**config.mk**
```make
export PLATFORM = sky130hd
export DESIGN_NAME = adsr_env
export DESIGN_NICKNAME = d
export VERILOG_FILES = /design/src/rtl/adsr_pkg.sv /design/src/rtl/adsr_rate_accum.sv /design/src/rtl/adsr_env.sv
export SDC_FILE = /design/constraint.sdc
export NUM_CORES = 1
export LEC_CHECK = 0
export BUFFER_PORTS_ARGS = -buffer_cell sky130_fd_sc_hd__buf_2
export CORE_MARGIN = 2
export CORE_UTILIZATION = 40
export CTS_CLUSTER_SIZE = 16
export DETAILED_ROUTE_END_ITERATION = 12
export GPL_TIMING_DRIVEN = 1
export PLACE_DENSITY_LB_ADDON = 0.08
export SLEW_MARGIN = 20
export SYNTH_ARGS = -nofsm -noshare
export SYNTH_HDL_FRONTEND = slang
export SYNTH_SLANG_ARGS = --single-unit
```
**constraint.sdc**
```tcl
create_clock -name Clock -period 6.4 [get_ports Clock]
set_clock_uncertainty 0.15 [all_clocks]
set_input_delay 0.32 -clock Clock [delete_from_list [all_inputs] [get_ports Clock]]
set_output_delay 0.32 -clock Clock [all_outputs]
set_load 0.05 [all_outputs]
```
**src/rtl/adsr_pkg.sv**
```systemverilog
// rtl/adsr_pkg.sv - shared phase encoding and level limits for the ADSR envelope
package adsr_pkg;

    typedef enum logic [2:0] {
        ST_IDLE    = 3'd0,
        ST_ATTACK  = 3'd1,
        ST_DECAY   = 3'd2,
        ST_SUSTAIN = 3'd3,
        ST_RELEASE = 3'd4
    } adsr_state_t;

    localparam int STATE_WIDTH = 3;

    function automatic int env_max(input int depth);
        return (1 << depth) - 1;
    endfunction

endpackage

```
**src/rtl/adsr_rate_accum.sv**
```systemverilog
// rtl/adsr_rate_accum.sv - fractional phase accumulator producing one Step per overflow
module adsr_rate_accum #(
    parameter int RATE_WIDTH = 16
) (
    input  logic                  Clock,
    input  logic                  Reset_n,
    input  logic                  Clear,
    input  logic [RATE_WIDTH-1:0] Rate,
    output logic                  Step
);

    logic [RATE_WIDTH-1:0] acc;
    logic [RATE_WIDTH-1:0] base;
    logic [RATE_WIDTH:0]   sum;

    // Clear restarts the phase from zero in the same cycle as the first add of
    // the new phase, so each phase's timing begins at its entry edge.
    always_comb begin
        base = Clear ? '0 : acc;
        sum  = {1'b0, base} + {1'b0, Rate};
    end

    always_ff @(posedge Clock or negedge Reset_n) begin
        if (!Reset_n) begin
            acc  <= '0;
            Step <= 1'b0;
        end else begin
            acc  <= sum[RATE_WIDTH-1:0];
            Step <= sum[RATE_WIDTH];
        end
    end

endmodule

```
**src/rtl/adsr_env.sv**
```systemverilog
// rtl/adsr_env.sv - per-voice five-phase ADSR envelope generator feeding the VCA
module adsr_env
    import adsr_pkg::*;
#(
    parameter int WAVE_DEPTH = 8,
    parameter int RATE_WIDTH = 16
) (
    input  logic                   Clock,
    input  logic                   Reset_n,
    input  logic                   Gate,
    input  logic [RATE_WIDTH-1:0]  AttackRate,
    input  logic [RATE_WIDTH-1:0]  DecayRate,
    input  logic [WAVE_DEPTH-1:0]  Sustain,
    input  logic [RATE_WIDTH-1:0]  ReleaseRate,
    output logic [WAVE_DEPTH-1:0]  Envelope,
    output logic [STATE_WIDTH-1:0] State,
    output logic                   Active
);

    localparam logic [WAVE_DEPTH-1:0] ENV_MAX = WAVE_DEPTH'(env_max(WAVE_DEPTH));

    adsr_state_t           state;
    adsr_state_t           next_state;
    logic                  gate_q;
    logic                  rise;
    logic                  fall;
    logic                  transition;
    logic                  step;
    logic                  active_q;
    logic [WAVE_DEPTH-1:0] env;
    logic [WAVE_DEPTH-1:0] env_next;
    logic [RATE_WIDTH-1:0] rate_sel;

    assign rise = Gate & ~gate_q;
    assign fall = ~Gate & gate_q;

    // Gate edges outrank level-based exits; any phase change suppresses the step.
    always_comb begin
        next_state = state;
        case (state)
            ST_IDLE:    if (rise) next_state = ST_ATTACK;
            ST_ATTACK:  if (fall) next_state = ST_RELEASE;
                        else if (env == ENV_MAX) next_state = ST_DECAY;
            ST_DECAY:   if (fall) next_state = ST_RELEASE;
                        else if (env <= Sustain) next_state = ST_SUSTAIN;
            ST_SUSTAIN: if (fall) next_state = ST_RELEASE;
            ST_RELEASE: if (rise) next_state = ST_ATTACK;
                        else if (env == '0) next_state = ST_IDLE;
            default:    next_state = ST_IDLE;
        endcase
    end

    assign transition = (next_state != state);

    always_comb begin
        rate_sel = '0;
        case (next_state)
            ST_ATTACK:              rate_sel = AttackRate;
            ST_DECAY, ST_SUSTAIN:   rate_sel = DecayRate;
            ST_RELEASE:             rate_sel = ReleaseRate;
            default:                rate_sel = '0;
        endcase
    end

    adsr_rate_accum #(
        .RATE_WIDTH (RATE_WIDTH)
    ) u_rate_accum (
        .Clock   (Clock),
        .Reset_n (Reset_n),
        .Clear   (transition),
        .Rate    (rate_sel),
        .Step    (step)
    );

    always_comb begin
        env_next = env;
        if (state == ST_IDLE) begin
            env_next = '0;
        end else if (!transition && step) begin
            case (state)
                ST_ATTACK:  if (env != ENV_MAX) env_next = env + 1'b1;
                ST_DECAY,
                ST_RELEASE: if (env != '0) env_next = env - 1'b1;
                ST_SUSTAIN: begin
                    if (env < Sustain)      env_next = env + 1'b1;
                    else if (env > Sustain) env_next = env - 1'b1;
                end
                default:    env_next = env;
            endcase
        end
    end

    always_ff @(posedge Clock or negedge Reset_n) begin
        if (!Reset_n) begin
            gate_q   <= 1'b0;
            state    <= ST_IDLE;
            env      <= '0;
            active_q <= 1'b0;
        end else begin
            gate_q   <= Gate;
            state    <= next_state;
            env      <= env_next;
            active_q <= (next_state != ST_IDLE);
        end
    end

    assign Envelope = env;
    assign State    = state;
    assign Active   = active_q;

endmodule

```
==> flow_summary.yaml, run 1 <==
detailed_routing:
  dr.first_iter.drc_count: 64
  drt_pass1_iterations: 4
  wl_per_cell_um: 14.90
  finalWirelength_um: 6778
  vias_per_cell: 5.484
  drc: 0
  num_vias: 2495
  detail-route-antenna-nets: 0
setup_path:
  crit_buf_inv: 0
  critPathArrivalTime_ns: 4.67
  worstPathRequired_ns: 6.41
  critPathMaxStageDelay_ns: 0.48
  reg2reg_to: "u_rate_accum.Step$_DFF_PN0_"
  r2r-start: "Envelope[1]$_DFFE_PN0P_"
  end_kind: "flip-flop"
  start_kind: "flip-flop"
  path_delay_family: "compound AO/OA/AOI/OAI gates"
  critical_path_class: "flip-flop to flip-flop"
  crit_path_top_delay_cell: "dfrtp_1"
  r2r_slack_ns: 1.74
  cp_max_fo: 16
  cp_num_cells: 17
  reg2reg_depth: 17
  crit_chain: "ha_1, nor2b_1, o211ai_1, a21o_1, a31oi_1, o21ai_0, and3_1, a21o_1, ha_1, fa_1, a21o_1, a21oi_1, o21bai_1, a311oi_1, o21ai_0, a21boi_1, o21ai_0"
global_routing:
  grt_max_degree: 31
  grt_pass1_wl_um: 11390
  antenna_found_initial: 0
  grt_overflow: 0
  grt_pass1_vias: 2459
  track_usage_pct: 19.05
synthesis:
  synth_fa_ha_area_share_pct: 13.16
  synth_edf_count: 0
  synthFlopType: "dfrtp_1"
  ys_seq_elements: 30
  synth_top_family_by_area: "compound AO/OA/AOI/OAI gates"
  yosysTopAreaCell: "dfrtp_1"
  syn-num-nets: 395
  yosys.area_share.simple_pct: 18.68
  synth_cells: 308
  synth_top_area_share_pct: 27.61
  synthTopCellsByArea: "dfrtp_1 28%, ha_1 12%, a21o_1 6.4%"
  synth_compound_area_share_pct: 28.95
  synth_seq_area_share_pct: 27.61
  synth.avg_cell_area_um2: 8.827
  ys_types: 64
  async_flop_share_pct: 100.0
  synth_xor_xnor_area_share_pct: 4.832
  muxShareOfSynthArea_pct: 1.565
  ys_warn_count: 0
  syn_area_um2: 2719
cts:
  root_buffer: "clkbuf_8"
  clockBufferDepth: 2
  clock_latency_ns: 0.28
  cts_made_buffers: 5
  cts.sinks: 30
  cts_tree: "built"
  path_clk_slew_ns: 0.07
  htree_num_levels: 2
sta:
  finalCritPeriodShare_pct: 72.84
  rsz0062_at_grt: "false"
  hold_violations: 0
  finalSetupTns_ns: 0
  post-route-min-period_ns: 4.662
  tightest_slew_ns: 0.8604
  setup_viol: 0
  max_freq_ghz: 0.2145
  relSlewSlack_pct: 42.64
  slew_violations: 0
floorplanning:
  die_h_um: 86.45
  die_w_um: 86.45
  start_util_pct: 40.69
  fp.coreArea_um2: 6681
  row_count: 30
  pin_count: 71
  dieArea_um2: 7473
worst_hold_path:
  hold-path-endpoint: "gate_q$_DFF_PN0_"
  hold_class: "input port to flip-flop"
  hp-start: "Gate"
  hold_depth: 1
final_layout:
  drive_above_1_share_pct: 24.27
  multi_input_area_um2: 1827
  nFillCells: 684
  finalNonFillerCells: 455
  seq_area_um2: 750.7
  final_common_cell: "buf_2"
  n_antenna_cell: 0
  fin_nets: 461
  mostFrequentLayoutCells: "70 x buf_2, 30 x dfrtp_1, 27 x ha_1"
  area_delta_synth_final_pct: 17.99
placed_design:
  place_hpwl_um: 5152
  place_inst: 446
  place.gp.congestion: 0.8408
  numPortBuffers: 70
power_and_ir_drop:
  p_leak_nw: 1.709
  power.density_nw_per_um2: 385.5
  irDropWorstVdd_v: 0.0002057
flow_run:
  drv_cap: 0
run_status:
  status: "completed"
state kept, by name, indices dropped and copies added (netlist names):
name and cells:
Active 1, Envelope 8, State 3, gate_q 1, u_rate_accum.Step 1, u_rate_accum.acc 16
where the power goes:
group / switching (W) / total, W / leakage, nW / internal [W]
combinational: 0.000445 / 0.000757 / 1.28 / 0.000311
clock: 0.0000761 / 0.000162 / 0.0472 / 0.0000864
sequential: 0.0000537 / 0.000318 / 0.381 / 0.000264
total: 0.000575 / 0.00124 / 1.71 / 0.000662
cells in the mapped netlist, types with 2 or more instances:
library cell  number
a211oi_2           2
a21o_1            23
a21oi_1           23
a21oi_2            2
a22o_1            16
a31oi_1            3
a41oi_1            2
and2_1            19
and3_1             4
and4_1             2
buf_2              5
buf_4              3
clkbuf_1           3
dfrtp_1           30
ha_1              27
inv_1             17
mux2i_1            2
nand2_1           16
nand3_1           10
nand4_1            5
nor2_1            13
nor3_1             4
nor4b_1            2
o211ai_1           4
o21a_1             2
o21ai_0            9
o21bai_1           6
o22ai_1            3
or3_1              3
xnor2_1           13
xor2_1             2
layer usage:
layer | global-route usage, % | wire [µm]
met5 | 0 | 0
met4 | 4.830 | 76
met3 | 3.238 | 344
met2 | 32.17 | 3077
met1 | 25.36 | 3280
logic make-up (layout without fill, tap and decap cells):
| kind of cell | Yosys count | after routing |
|---|---|---|
| adder cells (fa/ha/maj) | 28 | 28 |
| buffers and inverters | 31 | 98 |
| AO/OA/AOI/OAI | 109 | 109 |
| flip-flops | 30 | 30 |
| XOR/XNOR | 15 | 15 |
| multiplexers | 4 | 4 |
| AND/OR/NAND/NOR | 91 | 91 |
cell type report:
class                      count  share of cell area [%]
sequential                    30                   23.40
clock inverter                 2                  0.3900
inverter                      18                   2.106
timing repair buffer          72                   11.47
multi-input combinational    247                   56.94
tap                           80                   3.120
clock buffer                   6                   2.574
worst max-delay path by stage:
stage | start | to | slack, ns
3_5_place_dp | Envelope[1]$_DFFE_PN0P_ | u_rate_accum.Step$_DFF_PN0_ | 1.70
4_1_cts | Envelope[1]$_DFFE_PN0P_ | u_rate_accum.Step$_DFF_PN0_ | 1.71
2_1_floorplan | Envelope[0]$_DFFE_PN0P_ | u_rate_accum.Step$_DFF_PN0_ | 2.01
5_1_grt | Envelope[0]$_DFFE_PN0P_ | u_rate_accum.Step$_DFF_PN0_ | 1.28
6_report | Envelope[1]$_DFFE_PN0P_ | u_rate_accum.Step$_DFF_PN0_ | 1.74
3_3_place_gp | Envelope[1]$_DFFE_PN0P_ | u_rate_accum.Step$_DFF_PN0_ | 1.80
stage by stage:
| stage | hold WS (ns) | power [W] | area (µm²) | utilization (%) | setup WS, ns |
|---|---|---|---|---|---|
| after floorplan | -0.1256 | 0.0009122 | 2719 | - | 2.009 |
| after global placement | 0.2734 | 0.001074 | 3103 | 46.44 | 1.800 |
| after detailed placement | 0.2747 | 0.001076 | 3103 | 46.44 | 1.698 |
| after CTS | 0.03537 | 0.001249 | 3208 | 48.02 | 1.706 |
| after global routing | 0.04135 | 0.001356 | 3208 | 48.02 | 1.282 |
| final | 0.04061 | 0.001237 | 3208 | 48.02 | 1.738 |
repair_timing:
action / CTS / global route
resized for setup: 0 / 0
buffers inserted: 0 / 0
endpoints found under the hold margin: 30 / 0
hold buffers: 1 / 0
(Power assumes the default switching activity.)
==> inputs of run 2 (changes only) <==
- clock period: 6.4 -> 3.76 ns (I/O delays scaled with it)
==> flow_summary.yaml, run 2 (synthesis gave the netlist of run 1 again) <==
setup_path:
  cp_max_fo: 3
  crit_path_top_delay_cell: "dfrtp_4"
  critPathMaxStageDelay_ns: 0.49
  cp_common_cell: "a21o_1"
  crit_buf_inv: 0
  path_delay_family: "compound AO/OA/AOI/OAI gates"
  critical_path_class: "flip-flop to flip-flop"
  start_kind: "flip-flop"
  crit_chain: "ha_4, nor2b_4, o211ai_1, a21o_1, a31oi_1, o21ai_1, and3_4, a21o_1, ha_2, fa_2, a21o_1, a21oi_2, o21bai_2, a311oi_2, o21bai_1, a21o_1, xor2_1"
  end_kind: "flip-flop"
  critPathArrivalTime_ns: 3.77
  worstPathRequired_ns: 3.79
floorplanning:
  fp.coreArea_um2: 6681
  pin_count: 71
  dieArea_um2: 7473
  start_util_pct: 40.69
  die_h_um: 86.45
  die_w_um: 86.45
  row_count: 30
final_layout:
  top_register: "u_rate_accum.acc"
  fin_nets: 513
  final_common_cell: "buf_2"
  stdcell_area_um2: 3840
  drive_above_1_share_pct: 42.39
  n_antenna_cell: 0
  area_delta_synth_final_pct: 41.23
  finalNonFillerCells: 507
  mostFrequentLayoutCells: "70 x buf_2, 48 x buf_4, 23 x a21o_1"
  largest_reg_flops: 16
detailed_routing:
  wl_met2_um: 3914
  drt_pass1_iterations: 4
  vias_per_cell: 5.420
  detail-route-antenna-nets: 0
  finalWirelength_um: 7625
  dr.first_iter.drc_count: 154
  drc: 0
  top_layer_used: "met4"
  met3WireLength_um: 287
  wl_met1_um: 3338
  num_vias: 2748
  wl_per_cell_um: 15.04
sta:
  setup_ws_ns: 0.01596
  hold_violations: 0
  relSlewSlack_pct: 51.67
  rsz0062_at_grt: "true"
  max_freq_ghz: 0.2671
  hold_ws_ns: 0.09606
  finalCritPeriodShare_pct: 99.58
  setup_viol: 0
  slew_violations: 0
  post-route-min-period_ns: 3.744
  tightest_slew_ns: 0.7250
cts:
  clockBufferDepth: 2
  cts_tree: "built"
  clock_latency_ns: 0.29
  path_clk_slew_ns: 0.07
  cts_made_buffers: 5
  htree_num_levels: 2
  root_buffer: "clkbuf_8"
  cts.sinks: 30
global_routing:
  antenna_found_initial: 0
  grt_pass1_vias: 2716
  grt_overflow: 0
  grt_max_degree: 31
  grt_pass1_wl_um: 12540
  track_usage_pct: 21.18
placed_design:
  dpl_cell_area_um2: 3461
  place.gp.congestion: 0.8602
  place_ws_ns: -0.1285
  numPortBuffers: 70
  place_hpwl_um: 5755
  place_inst: 488
power_and_ir_drop:
  p_leak_nw: 1.996
  power.density_nw_per_um2: 687.5
  irDropWorstVdd_v: 0.0004100
run_status:
  status: "completed"
flow_run:
  drv_cap: 0
worst_hold_path:
  hold_class: "input port to flip-flop"
==> run 2: changes by cell type in the layout (fill, tap and decap cells not counted), moves of 7 or more <==
| cell | change |
|---|---|
| a21oi_1 | -8 |
| a21oi_2 | +7 |
| buf_4 | +47 |
| dfrtp_2 | +7 |
| dfrtp_1 | -8 |
==> run 2: per-layer routing <==
layer,vias to the layer above,GRT usage (%)
met5,-,0
met1,1285,25.68
met3,9,3.238
met2,75,39.09
met4,0,5.114
li1,1379,-
==> run 2: area by class of cell <==
type                            instances  area, µm²
Fill cell                             642       2841
Multi-Input combinational cell        247       2016
Timing Repair Buffer                  124      784.5
Sequential cell                        30      763.2
Tap cell                               80      100.1
Clock buffer                            5      68.82
Inverter                               18      67.56
Clock inverter                          3      40.04
==> run 2: worst paths after layout <==
path | from | to | slack [ns] | cells after the start
worst max-delay path | Envelope[1]$_DFFE_PN0P_ | u_rate_accum.acc[10]$_DFF_PN0_ | 0.02 | 17
worst min register to register | u_rate_accum.acc[0]$_DFF_PN0_ | u_rate_accum.acc[0]$_DFF_PN0_ | 0.47 | 2
worst min-delay path | AttackRate[0] | u_rate_accum.acc[0]$_DFF_PN0_ | 0.1 | 3
min in group asynchronous | Reset_n | u_rate_accum.acc[5]$_DFF_PN0_ | 0.34 | 2
max in group asynchronous | Reset_n | Envelope[1]$_DFFE_PN0P_ | 2.58 | 2
worst max register to register | Envelope[1]$_DFFE_PN0P_ | u_rate_accum.acc[10]$_DFF_PN0_ | 0.02 | 17
==> run 2: worst reg2reg max path: cells and delay by family, from the launching register on <==
kind                       cells  cell delay [ns]
DFF                            1             0.49
adders and majority gates      3             0.79
xor gates and xnor gates       1             0.14
and+or+nand+nor                2             0.29
AOI/OAI and AO/OA             11             1.78
==> run 2: report_power, final <==
group / total [W] / switching (W) / internal [W]
clock network: 0.000330 / 0.000135 / 0.000195
logic: 0.00181 / 0.000964 / 0.000844
registers: 0.000501 / 0.0000451 / 0.000456
total: 0.00264 / 0.00114 / 0.00150
==> run 2: per-stage QoR <==
step                      TNS (ns)  total power, W  utilization (%)
after CTS                  -0.1285        0.002499            55.54
after global routing       -0.7174        0.002856            57.47
after floorplan            -0.7664        0.001604                -
final                            0        0.002640            57.47
after global placement     -0.2113        0.002051            51.80
after detailed placement   -0.4018        0.002063            51.80
==> run 2: timing repair <==
item	CTS	global route
hold buffers	2	0
hold endpoints to repair	31	0
pin swaps	16	22
resized for setup	9	24
endpoints found under the setup margin	6	10
buffers inserted	9	2
==> inputs of run 3 (changes only) <==
- GPL_TIMING_DRIVEN: 1 -> 0
- clock period: 3.76 -> 4.04 ns (I/O delays scaled with it)
==> flow_summary.yaml, run 3 (synthesis gave the netlist of run 1 again) <==
run_status:
  status: "completed"
floorplanning:
  start_util_pct: 40.69
  fp.coreArea_um2: 6681
  pin_count: 71
  dieArea_um2: 7473
  die_w_um: 86.45
  die_h_um: 86.45
  row_count: 30
global_routing:
  grt_pass1_vias: 2688
  grt_pass1_wl_um: 12580
  track_usage_pct: 21.35
  grt_max_degree: 31
  grt_overflow: 0
  antenna_found_initial: 0
final_layout:
  n_antenna_cell: 0
  nFillCells: 612
  utilization_pct: 55.99
  final_common_cell: "buf_2"
  mostFrequentLayoutCells: "74 x buf_2, 46 x buf_4, 23 x a21o_1"
  top_register: "u_rate_accum.acc"
  drive_above_1_share_pct: 40.52
  largest_reg_flops: 16
  area_delta_synth_final_pct: 37.60
  fin_nets: 514
cts:
  cts_tree: "built"
  clockBufferDepth: 2
  path_clk_slew_ns: 0.08
  cts_made_buffers: 5
  htree_num_levels: 2
  clock_latency_ns: 0.29
  root_buffer: "clkbuf_8"
  cts.sinks: 30
worst_hold_path:
  hold_class: "input port to flip-flop"
sta:
  relSlewSlack_pct: 52.12
  finalSetupTns_ns: 0
  finalCritPeriodShare_pct: 99.02
  setup_viol: 0
  tightest_slew_ns: 0.7182
  rsz0062_at_grt: "true"
  post-route-min-period_ns: 4.001
  slew_violations: 0
  hold_violations: 0
  setup_ws_ns: 0.03941
  max_freq_ghz: 0.2500
power_and_ir_drop:
  power.density_nw_per_um2: 613.4
  swShare_pct: 44.28
  irDropWorstVdd_v: 0.0002932
  combinationalPowerShare_pct: 68.0
  p_int_w: 0.001279
  switching_power_w: 0.001016
  p_seq_share_pct: 20.9
  p_leak_nw: 1.966
  p_clk_share_pct: 11.2
setup_path:
  crit_chain: "ha_4, nor2b_4, o211ai_1, a21o_1, a311oi_2, buf_4, buf_4, and2_4, ha_4, fa_2, a21o_1, a21oi_2, o21bai_2, a311oi_2, o21bai_1, a21o_1, xor2_1"
  worstPathRequired_ns: 4.06
  start_kind: "flip-flop"
  cp_max_fo: 6
  critical_path_class: "flip-flop to flip-flop"
  crit_buf_inv: 2
  critPathArrivalTime_ns: 4.02
  crit_path_top_delay_cell: "dfrtp_4"
  path_delay_family: "compound AO/OA/AOI/OAI gates"
  end_kind: "flip-flop"
  cp_common_cell: "a21o_1"
  critPathMaxStageDelay_ns: 0.52
detailed_routing:
  drc: 0
  num_vias: 2824
  finalWirelength_um: 7828
  dr.first_iter.drc_count: 94
  wl_per_cell_um: 15.44
  vias_per_cell: 5.570
  detail-route-antenna-nets: 0
  drt_pass1_iterations: 4
placed_design:
  place.gp.congestion: 0.8826
  numPortBuffers: 70
  place_ws_ns: -0.3867
  place_hpwl_um: 5348
flow_run:
  drv_cap: 0
[run 3: cell type report]
class	instances	area, µm²	share of cell area (%)
multi-input cells	247	1949	52.11
inverters	18	71.32	1.906
plain buffers	10	65.06	1.739
flip-flops and latches	30	763.2	20.40
repair buffers	115	705.7	18.86
clock buffers	7	86.33	2.308
well taps	80	100.1	2.676
[run 3: through the flow]
| step | area, µm² | hold slack (ns) | power, W | cells |
|---|---|---|---|---|
| floorplan | 2750 | -0.2436 | 0.001463 | 308 |
| CTS | 3608 | 0.1219 | 0.002197 | 499 |
| global route | 3741 | 0.1567 | 0.002484 | 507 |
| detailed placement | 3201 | 0.1613 | 0.001744 | 458 |
| global placement | 3201 | 0.1546 | 0.001721 | 458 |
| finish | 3741 | 0.1177 | 0.002295 | 507 |
[run 3: final timing paths]
path                                          startpoint                        endpoint  slack, ns  cells past startpoint
max                              Envelope[1]$_DFFE_PN0P_  u_rate_accum.acc[10]$_DFF_PN0_       0.04                     17
min                                        AttackRate[0]   u_rate_accum.acc[0]$_DFF_PN0_       0.12                      3
max reg2reg                      Envelope[1]$_DFFE_PN0P_  u_rate_accum.acc[10]$_DFF_PN0_       0.04                     17
min reg2reg                u_rate_accum.acc[0]$_DFF_PN0_   u_rate_accum.acc[0]$_DFF_PN0_       0.45                      2
max in group asynchronous                        Reset_n         Envelope[1]$_DFFE_PN0P_       2.86                      2
min in group asynchronous                        Reset_n   u_rate_accum.acc[0]$_DFF_PN0_       0.34                      2
[run 3: power groups by stage]
stage	clock, W	sequential (W)	combinational, W
finish	0.000256	0.000479	0.00156
global route	0.000273	0.000492	0.00172
CTS	0.000258	0.000479	0.00146
detailed placement	0	0.000496	0.00125
global placement	0	0.000492	0.00123
floorplan	0	0.000578	0.000884
[run 3: tightest hold or removal path, delay by kind of cell]
kind	cells	cell delay, ns
compound gates	1	0.14
fa+ha+maj	1	0.12
buf+inv	1	0.07
[run 3: layer usage]
metal / track usage, % / share of wire [%]
met1: 24.88 / 42
met2: 37.83 / 50
met3: 3.333 / 4.2
met4: 10.65 / 4.4
met5: 0 / 0
[run 3: what timing repair did]
item | in CTS | in global routing
buffers inserted | 34 | 10
pin swaps | 11 | 22
resized for setup | 11 | 19
setup endpoints to repair | 9 | 9
endpoints found under the hold margin | 31 | 0
cloned | 0 | 0
hold buffers | 2 | 0
